$ cat config.mk
export PLATFORM = sky130hd
export DESIGN_NAME = mem_access_seq
export DESIGN_NICKNAME = d
export VERILOG_FILES = /design/src/rtl/mem_seq_pkg.sv /design/src/rtl/byte_lane_unit.sv /design/src/rtl/mem_access_seq.sv
export SDC_FILE = /design/constraint.sdc
export NUM_CORES = 1
export LEC_CHECK = 0
export CORE_ASPECT_RATIO = 0.8
export CORE_MARGIN = 10
export CORE_UTILIZATION = 43
export DETAILED_ROUTE_END_ITERATION = 6
export MAX_ROUTING_LAYER = met4
export PLACE_DENSITY = 0.84
export SLEW_MARGIN = 5
export SYNTH_ARGS = -nofsm -noshare
export SYNTH_HDL_FRONTEND = slang
export SYNTH_SLANG_ARGS = --single-unit
$ cat constraint.sdc
create_clock -name i_clk -period 1.9 [get_ports i_clk]
set_input_delay 0.285 -clock i_clk [delete_from_list [all_inputs] [get_ports i_clk]]
set_output_delay 0.285 -clock i_clk [all_outputs]
set_load 0.02 [all_outputs]
$ cat src/rtl/mem_seq_pkg.sv
// Shared definitions for the memory-access sequencer: op and state encodings,
// plus the store/alignment classification used at request accept.
package mem_seq_pkg;

    typedef enum logic [2:0] {
        OP_LB  = 3'b000,
        OP_LH  = 3'b001,
        OP_LW  = 3'b010,
        OP_LBU = 3'b011,
        OP_LHU = 3'b100,
        OP_SB  = 3'b101,
        OP_SH  = 3'b110,
        OP_SW  = 3'b111
    } op_e;

    typedef enum logic [2:0] {
        ST_IDLE = 3'd0,
        ST_RD   = 3'd1,
        ST_WR   = 3'd2,
        ST_DONE = 3'd3,
        ST_ERR  = 3'd4
    } state_e;

    function automatic logic is_store(input op_e op);
        return (op == OP_SB) || (op == OP_SH) || (op == OP_SW);
    endfunction

    function automatic logic is_aligned(input op_e op, input logic [1:0] lsb);
        logic ok;
        case (op)
            OP_LH, OP_LHU, OP_SH: ok = ~lsb[0];
            OP_LW, OP_SW:         ok = (lsb == 2'b00);
            default:              ok = 1'b1;
        endcase
        return ok;
    endfunction

endpackage

$ cat src/rtl/byte_lane_unit.sv
// Little-endian lane logic: extract/extend a load from the memory word and
// merge sub-word store data into the old word for read-modify-write.
module byte_lane_unit
    import mem_seq_pkg::*;
(
    input  op_e         i_op,
    input  logic [1:0]  i_lsb,
    input  logic [31:0] i_word,
    input  logic [31:0] i_wdata,
    output logic [31:0] o_load,
    output logic [31:0] o_store
);

    logic [7:0]  w_byte;
    logic [15:0] w_half;

    always_comb begin
        case (i_lsb)
            2'd0:    w_byte = i_word[7:0];
            2'd1:    w_byte = i_word[15:8];
            2'd2:    w_byte = i_word[23:16];
            default: w_byte = i_word[31:24];
        endcase
        w_half = i_lsb[1] ? i_word[31:16] : i_word[15:0];
    end

    always_comb begin
        case (i_op)
            OP_LB:   o_load = {{24{w_byte[7]}}, w_byte};
            OP_LBU:  o_load = {24'd0, w_byte};
            OP_LH:   o_load = {{16{w_half[15]}}, w_half};
            OP_LHU:  o_load = {16'd0, w_half};
            default: o_load = i_word;
        endcase
    end

    always_comb begin
        o_store = i_word;
        case (i_op)
            OP_SB: begin
                case (i_lsb)
                    2'd0:    o_store[7:0]   = i_wdata[7:0];
                    2'd1:    o_store[15:8]  = i_wdata[7:0];
                    2'd2:    o_store[23:16] = i_wdata[7:0];
                    default: o_store[31:24] = i_wdata[7:0];
                endcase
            end
            OP_SH: begin
                if (i_lsb[1]) o_store[31:16] = i_wdata[15:0];
                else          o_store[15:0]  = i_wdata[15:0];
            end
            OP_SW:   o_store = i_wdata;
            default: o_store = i_word;
        endcase
    end

endmodule

$ cat src/rtl/mem_access_seq.sv
// Single-request load/store sequencer in front of a word-wide memory with
// MEM_LAT read latency; sub-word stores are done as read-modify-write.
//
// state | meaning
// IDLE  | waiting for req; request fields latched on accept
// RD    | address driven, counting down MEM_LAT; word captured at cnt=0
// WR    | single mem_we cycle (SW data or merged sub-word word)
// DONE  | done pulse, load result visible on rdata
// ERR   | done pulse with align_err, memory untouched
module mem_access_seq
    import mem_seq_pkg::*;
#(
    parameter int MEM_LAT = 2,
    parameter int AW      = 32
) (
    input  logic          i_clk,
    input  logic          i_rst,
    input  logic          i_req,
    input  logic [2:0]    i_op,
    input  logic [AW-1:0] i_addr,
    input  logic [31:0]   i_wdata,
    output logic          o_busy,
    output logic          o_done,
    output logic [31:0]   o_rdata,
    output logic          o_align_err,
    output logic [AW-1:0] o_mem_addr,
    output logic [31:0]   o_mem_wdata,
    output logic          o_mem_we,
    input  logic [31:0]   i_mem_rdata
);

    localparam int CW = (MEM_LAT > 1) ? $clog2(MEM_LAT + 1) : 1;

    state_e          r_state, w_state_nxt;
    logic [CW-1:0]   r_cnt;
    op_e             r_op;
    logic [1:0]      r_lsb;
    logic [31:0]     r_wdata;
    logic            r_busy, r_done, r_align_err, r_mem_we;
    logic [31:0]     r_rdata, r_mem_wdata;
    logic [AW-1:0]   r_mem_addr;

    op_e             w_in_op;
    logic            w_accept, w_capture;
    logic [31:0]     w_load, w_store;

    assign w_in_op   = op_e'(i_op);
    assign w_accept  = (r_state == ST_IDLE) && i_req;
    assign w_capture = (r_state == ST_RD) && (r_cnt == '0);

    byte_lane_unit u_lane (
        .i_op    (r_op),
        .i_lsb   (r_lsb),
        .i_word  (i_mem_rdata),
        .i_wdata (r_wdata),
        .o_load  (w_load),
        .o_store (w_store)
    );

    always_comb begin
        w_state_nxt = r_state;
        case (r_state)
            ST_IDLE: begin
                if (i_req) begin
                    if (!is_aligned(w_in_op, i_addr[1:0])) w_state_nxt = ST_ERR;
                    else if (w_in_op == OP_SW)            w_state_nxt = ST_WR;
                    else                                  w_state_nxt = ST_RD;
                end
            end
            ST_RD: begin
                if (r_cnt == '0) w_state_nxt = is_store(r_op) ? ST_WR : ST_DONE;
            end
            ST_WR:   w_state_nxt = ST_DONE;
            ST_DONE: w_state_nxt = ST_IDLE;
            ST_ERR:  w_state_nxt = ST_IDLE;
            default: w_state_nxt = ST_IDLE;
        endcase
    end

    // Outputs are registered from the next state so they line up with r_state.
    always_ff @(posedge i_clk) begin
        if (i_rst) begin
            r_state     <= ST_IDLE;
            r_cnt       <= '0;
            r_op        <= OP_LB;
            r_lsb       <= 2'b00;
            r_wdata     <= '0;
            r_busy      <= 1'b0;
            r_done      <= 1'b0;
            r_align_err <= 1'b0;
            r_mem_we    <= 1'b0;
            r_rdata     <= '0;
            r_mem_addr  <= '0;
            r_mem_wdata <= '0;
        end else begin
            r_state     <= w_state_nxt;
            r_busy      <= (w_state_nxt != ST_IDLE);
            r_done      <= (w_state_nxt == ST_DONE) || (w_state_nxt == ST_ERR);
            r_align_err <= (w_state_nxt == ST_ERR);
            r_mem_we    <= (w_state_nxt == ST_WR);
            if (w_accept) begin
                r_op       <= w_in_op;
                r_lsb      <= i_addr[1:0];
                r_wdata    <= i_wdata;
                r_mem_addr <= {i_addr[AW-1:2], 2'b00};
                r_cnt      <= CW'(MEM_LAT - 1);
                if (w_in_op == OP_SW) r_mem_wdata <= i_wdata;
            end else if ((r_state == ST_RD) && (r_cnt != '0)) begin
                r_cnt <= r_cnt - 1'b1;
            end
            if (w_capture) begin
                if (is_store(r_op)) r_mem_wdata <= w_store;
                else                r_rdata     <= w_load;
            end
        end
    end

    assign o_busy      = r_busy;
    assign o_done      = r_done;
    assign o_align_err = r_align_err;
    assign o_mem_we    = r_mem_we;
    assign o_rdata     = r_rdata;
    assign o_mem_addr  = r_mem_addr;
    assign o_mem_wdata = r_mem_wdata;

endmodule

==> results.rst <==
.. list-table::
   :header-rows: 1

   * - Metric
     - Value
   * - Count of nets after finishing
     - 1185
   * - Detail Route Antenna Nets
     - 0
   * - Data arrival time of the critical path
     - 2.15 ns
   * - Dominant cells by area after synthesis
     - dfxtp_1 40%, nand2_1 10%, a21oi_1 7.0%
   * - GP Congestion
     - 1.005
   * - Die outline height
     - 133.8 um
   * - DRC violations left
     - 0
   * - Longest Clk Path Bufs
     - 2
   * - Fill cell total of the finished layout
     - 1355
   * - Clock slew seen by the registers of the worst setup and hold paths
     - 0.06 ns
   * - Synth warnings
     - 0
   * - Commonest cells in the netlist
     - 193 x nand2_1, 140 x dfxtp_1, 98 x a21oi_1
   * - Post-synthesis instance area
     - 0.006960 mm^2
   * - CTS tree
     - yes
   * - Share of cells above drive strength 1
     - 15.80%
   * - Largest clock skew in the final design
     - 0.009751 ns
   * - Total global routing track utilization
     - 23.78%
   * - CTS buffer count
     - 17
   * - R2r startpoint
     - r_cnt[0]$_SDFFE_PP0P_
   * - Post-synth cell types
     - 54
   * - Die width
     - 162.2 um
   * - Cell Rows
     - 41
   * - Placeable core region
     - 0.01580 mm^2
   * - Result of the run
     - completed
   * - Gate Count Post-Synth
     - 865
   * - Reg2reg path depth
     - 8
   * - Half-perimeter wire length after detailed placement
     - 19.42 mm
   * - Power Total
     - 0.01108 W
   * - Last element of the critical path
     - o_rdata[0]$_SDFFE_PP0P_
   * - Async SR Flop Fraction
     - 0%
   * - Via count of the first global-routing pass
     - 7332
   * - Worst Setup End Kind
     - flop
   * - Rel. slew slack
     - 64.80%
   * - Static Leak
     - 3.840 nW
   * - Vias after detailed routing
     - 7578
   * - Global route overflow
     - 0
   * - Endpoint of the worst-slack reg-to-reg timing path
     - o_rdata[0]$_SDFFE_PP0P_
   * - Worst Setup Start Kind
     - flop
   * - Routed wire length per instance
     - 19.97 um
   * - Avg Synthesized Cell Area
     - 8.047 um^2
   * - Clock latency reported for the late side of the worst-skew pair
     - 0.43 ns
   * - Number of antenna violations at the first check in global routing
     - 1
   * - Class of the worst hold path
     - in2reg
   * - Critical path origin
     - r_cnt[0]$_SDFFE_PP0P_
   * - Number of iterations in the first detailed-routing pass
     - 7
   * - Post-layout minimum cycle time
     - 1.855 ns
   * - Die Outline Area
     - 0.02171 mm^2
   * - Most frequent cell after synthesis
     - nand2_1
   * - Placed Area
     - 0.009520 mm^2
   * - Clock net sink count
     - 140
   * - Required time of the worst setup path
     - 2.20 ns
   * - Finished Cell Area
     - 0.01033 mm^2
   * - Fraction of post-synthesis cell area in the top cell type by area
     - 40.27%
   * - Initial DRC Count
     - 781
   * - Worst-path maximum fanout
     - 7
   * - Starting density of the core
     - 44.05%
   * - Sum of negative setup slack
     - 0 ns
   * - Wire length of the first global-routing pass
     - 40.26 mm
   * - Final count of hold timing violations
     - 0
   * - Buffers added on ports
     - 199
   * - Leading area contributor after synthesis
     - dfxtp_1
   * - Vias per inst
     - 5.780
   * - Layout area overhead
     - 48.39%
   * - Clock Root Buffer
     - clkbuf_16
   * - Count of flip-flops with a built-in enable after synthesis
     - 0
   * - Synth Register Bits
     - 140
   * - Maximum number of pins on one net before global-route repair
     - 47
   * - Post-synthesis sequential area ratio
     - 40.27%
   * - Worst Setup Slack, final
     - 0.04453 ns
   * - Final setup violating endpoints
     - 0
   * - Worst Tran Pin Value
     - 0.5225 ns
   * - Unrepaired setup endpoints after global routing
     - yes
   * - Critical setup path kind
     - reg2reg
   * - Worst reg-to-reg setup slack
     - 0.04 ns
   * - Primary FF master, synth
     - dfxtp_1
   * - Final period utilization
     - 97.66%
   * - Max_cap viols
     - 0
   * - H-tree depth reported by CTS
     - 4
   * - Total wirelength of the detailed-routed design
     - 26.18 mm
   * - Total power divided by cell area
     - 1073 mW/mm^2
   * - Number of slew-limit violations in the final report
     - 0
   * - Setup Slack @ Placement
     - -0.3375 ns
   * - Cts-stage hold buffer count
     - 0
   * - Highest clock frequency the design can meet
     - 538.9 MHz
   * - Peak VDD IR
     - 0.7957 mV
   * - Top Ports
     - 202
-- worst max-delay path: stages (launching register included) --
cell      delay, ns
dfxtp_1        0.31
inv_1          0.07
ha_2           0.21
buf_4          0.13
and4bb_2       0.32
nand2_1        0.16
buf_4          0.22
a21oi_1        0.16
a311oi_1       0.13
-- layout by cell type (no fill, tap or decap), types with 3 or more instances in the layout --
cell type	n
mux2_2	22
a31oi_1	8
buf_4	69
nand3_1	10
nor2_1	48
nand3b_1	3
clkdlybuf4s50_1	198
mux2i_1	30
inv_1	13
xnor2_1	4
nand2b_1	5
a221oi_1	21
buf_6	5
inv_6	3
o21ai_0	28
a21oi_1	98
a221oi_2	11
bufinv_16	4
dfxtp_2	3
o21ai_1	4
clkbuf_16	17
and2_1	10
a22oi_1	9
buf_12	5
nand2_1	192
dfxtp_1	137
nor2b_1	6
a211oi_1	30
a32o_1	8
o211ai_1	10
o221ai_1	7
a311oi_1	18
and3_1	7
or3_1	5
a31o_2	6
-- logic make-up (layout without fill, tap and decap cells) --
family	after synthesis	count (layout)	synth area share [%]
buffers and inverters	93	322	5.644
muxes	53	53	8.197
DFF	140	140	40.27
AOI/OAI and AO/OA	272	272	26.48
xor gates and xnor gates	5	5	0.6291
and+or+nand+nor	300	300	18.55
other	1	3	0.05388
adders and majority gates	1	1	0.1797
-- report_power, final --
group	switching (W)	total, W	internal (W)
Sequential	0.000326	0.00371	0.00338
Combinational	0.00205	0.00377	0.00172
Clock	0.00136	0.00360	0.00224
Total	0.00373	0.0111	0.00735
-- flip-flops by register name (all words and copies together), names as in the netlist --
signal / count
o_busy: 1
o_mem_we: 1
r_state: 3
o_done: 1
o_mem_addr: 30
r_op: 3
o_rdata: 32
r_wdata: 32
o_mem_wdata: 32
r_lsb: 2
r_cnt: 2
o_align_err: 1
-- cell type report --
type,instances,area [um^2],share of cell area (%)
diodes,1,2.502,0.02423
clock inverters,13,188.9,1.829
clock buffers,19,442.9,4.288
flip-flops and latches,140,2806,27.17
inverters,13,48.80,0.4724
multi-input cells,633,3914,37.89
repair buffers,277,2656,25.72
well taps,215,269.0,2.604
-- how the worst min path moves through the flow --
stage / depth (start not counted) / end / slack (ns) / start
final: 2 / r_wdata[15]$_SDFFE_PP0P_ / 0.32 / i_rst
after floorplan: 2 / r_wdata[26]$_SDFFE_PP0P_ / 0.42 / i_wdata[26]
after CTS: 2 / r_wdata[15]$_SDFFE_PP0P_ / 0.30 / i_rst
after global routing: 2 / r_wdata[15]$_SDFFE_PP0P_ / 0.32 / i_rst
after detailed placement: 2 / r_wdata[30]$_SDFFE_PP0P_ / 0.44 / r_wdata[30]$_SDFFE_PP0P_
after global placement: 2 / r_wdata[29]$_SDFFE_PP0P_ / 0.44 / r_wdata[29]$_SDFFE_PP0P_
-- stage by stage --
step / cells / hold slack, ns / util (%)
2_1_floorplan: 866 / 0.4210 / -
3_3_place_gp: 1276 / 0.4392 / 60.26
3_5_place_dp: 1276 / 0.4437 / 60.26
4_1_cts: 1308 / 0.2998 / 64.32
5_1_grt: 1311 / 0.3241 / 65.37
6_report: 1311 / 0.3237 / 65.37
-- metal layers --
metal / global-route usage (%) / routed length, um / vias to the layer above
met5: - / 0 / -
li1: - / - / 3551
met4: 7.215 / 596 / 0
met3: 10.15 / 3270 / 62
met2: 34.58 / 11330 / 436
met1: 29.26 / 10990 / 3529
-- timing repair --
item                       4_1_cts  5_1_grt
pin swaps                        0        2
gates cloned                     0        0
setup endpoints to repair        3       85
gates resized for setup          2       30
setup buffers                    0        2
Power figures use the tool's default switching activity.
==> patch 1, RTL diff (config.mk and constraints unchanged) <==
The 5 states of `state_e` get a Gray code encoding in 3 bits.
--- a/src/rtl/mem_seq_pkg.sv
+++ b/src/rtl/mem_seq_pkg.sv
@@ -16,7 +16,7 @@
     typedef enum logic [2:0] {
-        ST_IDLE = 3'd0,
-        ST_RD   = 3'd1,
-        ST_WR   = 3'd2,
-        ST_DONE = 3'd3,
-        ST_ERR  = 3'd4
+        ST_IDLE = 3'b000,
+        ST_RD   = 3'b001,
+        ST_WR   = 3'b011,
+        ST_DONE = 3'b010,
+        ST_ERR  = 3'b110
     } state_e;
Behaviour: no difference found for any inputs over 4 cycles, from zero or initial values and one cycle with i_rst high; so few cycles prove little.
==> patch 1 against the unedited design <==
- sequential cell count stayed put
- highest routed layer unchanged
- design area hardly changed
- count of clock-buffer cells in the layout is 1 higher
- synthesized area is 1.1% lower
- setup slack worse by 0.030 ns
- critical endpoint is now o_mem_wdata[31]$_SDFF_PP0_
- largest power group is now clock
- first-iteration DRC count is 1.2% lower
- wire length is 0.37% higher
- power is 21% lower
- core utilization is 0.20 points higher
- non-clock buffer count is 4 higher
==> patch 1: results (changes against the unedited design) <==
critical-path-max-stage-delay_ns: 0.35  # +0.03 ns
drive_gt1_share_pct: 16.7  # +0.91 points
finalNetCount: 1167  # -1.5%
place.detailed.hpwl_um: 18900  # -2.8%
r2r_slack_ns: 0.01  # -0.03 ns
antenna_found_initial: 2  # +1
clkTransAtPathRegs_ns: 0.06  # about the same
grt.total_usage_pct: 23.4  # -0.42 points
p_switching_uw: 2540  # -32%
critPathLaunch: "r_cnt[0]$_SDFFE_PP0P_"
ys_top_cells_by_count: "nand2_1 (199), dfxtp_1 (140), a21oi_1 (106)"
synthAdderAreaFrac_pct: 0.182  # +0.0020 points
avgViaCountPerCell: 5.82  # +0.75%
synth.distinct_cells: 60  # +11%
critPathSlowestCell: "a221oi_1"
critPathArrivalTime_ns: 2.18  # +0.03 ns
synth-xor-area-share_pct: 0.509  # -0.12 points
dr.pass1.iters: 7  # unchanged
hp-class: "in2reg"
synthArstFlopShare_pct: 0  # unchanged
hold_depth: 2  # unchanged
layout.cells.non_filler: 1294  # -1.3%
critPathTopFamily: "compound AO/OA/AOI/OAI gates"
synth_compound_area_share_pct: 24.2  # -2.3 points
root_buffer: "clkbuf_16"
synth_area_per_cell_um2: 8.17  # +1.5%
cts_buffers: 17  # unchanged
worstPathMaxFanout: 13  # +6
comb_power_share_pct: 23.5  # -11 points
synth_flop_cell: "dfxtp_1"
grt_max_degree: 49  # +4.3%
synthTopCellsByArea: "dfxtp_1 (41%), nand2_1 (11%), a21oi_1 (7.7%)"
ys_seq_area_share_pct: 40.7  # +0.44 points
grt_pass1_vias: 7257  # -1.0%
dr.first_iter.drc_count: 772  # -1.2%
status: "complete, no violations"
gp_congestion: 0.948  # -5.7%
pg_seq_uw: 3320  # -11%
drt_wl_total_um: 26300  # +0.37%
rr_endpoint: "o_mem_wdata[31]$_SDFF_PP0_"
timing.hold.ws_ns: 0.247  # -0.0762 ns
skew_ns: 0.0104  # +0.000676 ns
tightest_slew_ns: 0.532  # +0.00971 ns
intPower_uw: 6250  # -15%
max-vdd-ir-drop_mv: 0.659  # -17%
place_area_um2: 9470  # -0.53%
grt_pass1_wl_um: 39600  # -1.6%
period_share_pct: 99.2  # +1.6 points
min_from: "i_rst"
dp_slack_ns: -0.330  # +0.00784 ns
cts_buffer_depth: 2  # unchanged
reg2reg_depth: 7  # -1
p_leak_uw: 0.00366  # -4.6%
htreeDepth: 4  # unchanged
ys_warn_count: 0  # unchanged
whs_endpoint: "o_rdata[23]$_SDFFE_PP0P_"
insertion_delay_ns: 0.43  # about the same
crit_path_end_kind: "register"
port_buffers: 199  # unchanged
synth_mux_area_share_pct: 10.1  # +1.9 points
-- patch 1: cell count changes after synthesis, moves of 9 or more --
cell,delta
o211ai_1,-10
nor2_1,+10
o21ai_0,-20
a221oi_1,-15
o22ai_1,+26
inv_1,-10
a311oi_1,-10
and2_1,-9
-- patch 1: repair_timing --
action / 4_1_cts / 5_1_grt
pin swaps: 1 / 7
endpoints found under the setup margin: 47 / 66
setup buffers: 1 / 2
resized for setup: 9 / 35
gates cloned: 0 / 2
-- patch 1: layer usage --
| metal | vias to the layer above | wire, um | GRT usage (%) |
|---|---|---|---|
| met1 | 3587 | 10500 | 28.6 |
| met5 | - | 0 | - |
| li1 | 3477 | - | - |
| met4 | 0 | 567 | 7.11 |
| met2 | 425 | 12400 | 36.0 |
| met3 | 47 | 2880 | 7.45 |
-- patch 1: area by class of cell --
class	count	area [um2]
fill	1259	5420
multi-input combinational	621	3880
sequential	140	2810
timing repair buffer	281	2750
clock buffer	20	457
tap	215	269
clock inverter	12	145
inverter	3	11.3
antenna	2	5.00
==> patch 2, RTL diff (same flow settings) <==
Without the edit above. Set the parameter `MEM_LAT` to 1 (it was 2).
--- a/src/rtl/mem_access_seq.sv
+++ b/src/rtl/mem_access_seq.sv
@@ -12,3 +12,3 @@
 #(
-    parameter int MEM_LAT = 2,
+    parameter int MEM_LAT = 1,
     parameter int AW      = 32
Function: changed (Yosys sat finds a counterexample within 4 cycles, from zero or initial values and one cycle with i_rst high).
==> patch 2 against the unedited design <==
- design area grew 1.8%
- cell count is 2.7% higher
- via count is 3.2% higher
- sequential cell count down 1
- setup slack got worse by 0.022 ns
- non-clock buffer count rose by 21
- first-iteration DRC count grew 22%
- sequential power is 4% lower
- synthesized cell count up 1.5%
- wire length is 4.4% higher
- power decreased by 6.4%
- synthesized area increased by 0.75%
- critical path type unchanged
- highest routed layer unchanged
==> patch 2: results (changes against the unedited design) <==
grt_pass1_wl_um: 42000  # +4.2%
seq_area_share_pct: 26.6  # -0.60 points
avgViaCountPerCell: 5.81  # +0.49%
buffers: 298  # +7.6%
whs_endpoint: "r_state[0]$_SDFF_PP0_"
clkbuf_count: 20  # +1
r2r_slack_ns: 0.02  # -0.02 ns
synth.distinct_cells: 58  # +7.4%
grt_util_met2_pct: 35.0  # +0.40 points
min_from: "i_rst"
grt.total_usage_pct: 24.7  # +0.88 points
num-nonclk-inverters: 4  # -9
nFillCells: 1297  # -4.3%
antenna_found_initial: 0  # -1
critPathArrivalTime_ns: 2.18  # +0.03 ns
ys_top_cells_by_count: "nand2_1 (248), dfxtp_1 (139), a21oi_1 (98)"
critical-path-max-stage-delay_ns: 0.54  # +0.22 ns
reg2reg_depth: 5  # -3
antenna_cells: 0  # -1
grt_use_met3_pct: 7.31  # -2.8 points
multi_input_cells: 659  # +4.1%
wl_met1_um: 11700  # +6.8%
clkTransAtPathRegs_ns: 0.06  # about the same
gp_congestion: 0.978  # -2.7%
synth_compound_area_share_pct: 29.7  # +3.3 points
cts_resized: 17  # +15
cts_buffer_depth: 2  # unchanged
wl_met2_um: 11800  # +4.0%
area_share_clock_buf_inv_pct: 5.94  # -0.18 points
drive_gt1_share_pct: 17.4  # +1.6 points
ys_seq_area_share_pct: 39.7  # -0.59 points
post_drt_wl_per_cell_um: 20.3  # +1.6%
swShare_pct: 32.9  # -0.83 points
dr.pass1.iters: 6  # -1
insertion_delay_ns: 0.42
synth-xor-area-share_pct: 0.250  # -0.38 points
multi_input_area_share_pct: 37.8  # -0.12 points
critPathSlowestCell: "or4b_4"
rr_endpoint: "o_mem_wdata[30]$_SDFF_PP0_"
post_cts.repair.setup_buffers: 1  # +1
synthAdderAreaFrac_pct: 0  # -0.18 points
place.detailed.hpwl_um: 20000  # +2.8%
synth_mux_area_share_pct: 4.44  # -3.8 points
use_met1_pct: 33.6  # +4.4 points
status: "complete, no violations"
max-vdd-ir-drop_mv: 0.638  # -20%
dpl.cell_count: 1313  # +2.9%
dr.first_iter.drc_count: 955  # +22%
wl_met3_um: 3380  # +3.3%
p_leak_uw: 0.00383  # -0.39%
drt_wl_total_um: 27300  # +4.4%
max_slew_margin_pct: 57.7  # -7.1 points
grt_max_degree: 68  # +45%
skew_ns: 0.00756  # -0.00219 ns
area_share_nonclk_buffers_pct: 27.0  # +1.3 points
synth_seq_cells: 139  # -0.71%
r2r-start: "r_cnt$_SDFFE_PP0P_"
-- patch 2: changes by cell type after synthesis, moves of 10 or more --
cell,unedited run,this run
clkbuf_1,52,38
mux2_2,22,3
a221oi_1,32,8
a32oi_1,0,11
inv_1,13,3
a311oi_2,0,20
and2_1,11,1
nand2_1,193,248
-- patch 2: per-stage QoR --
stage | instance area (um2) | worst slack, ns | TNS [ns] | hold slack [ns] | utilization (%)
3_5_place_dp | 9720 | -0.470 | -33.24 | 0.445 | 61.1
6_report | 10500 | 0.0228 | 0 | 0.373 | 66.1
2_1_floorplan | 7020 | 0.0260 | 0 | 0.421 | -
3_3_place_gp | 9720 | -0.431 | -28.56 | 0.441 | 61.1
5_1_grt | 10500 | 0.00208 | 0 | 0.400 | 66.1
4_1_cts | 10400 | 0.0233 | 0 | 0.341 | 65.6
-- patch 2: worst max-delay path by stage --
stage	start	end	slack, ns
after floorplan	r_state[1]$_SDFF_PP0_	o_mem_wdata[23]$_SDFF_PP0_	0.03
after global placement	i_req	o_mem_wdata[23]$_SDFF_PP0_	-0.43
after detailed placement	i_req	o_mem_wdata[23]$_SDFF_PP0_	-0.47
after CTS	r_cnt$_SDFFE_PP0P_	o_mem_wdata[30]$_SDFF_PP0_	0.02
after global routing	r_cnt$_SDFFE_PP0P_	o_mem_wdata[30]$_SDFF_PP0_	0.002
final	r_cnt$_SDFFE_PP0P_	o_mem_wdata[30]$_SDFF_PP0_	0.02
-- patch 2: power by group through the flow --
stage,sequential (uW),combinational [uW],clock [uW]
2_1_floorplan,3850,1410,0
3_3_place_gp,3580,3100,0
3_5_place_dp,3600,3150,0
4_1_cts,3540,3200,3600
5_1_grt,3590,3480,3750
6_report,3560,3250,3570
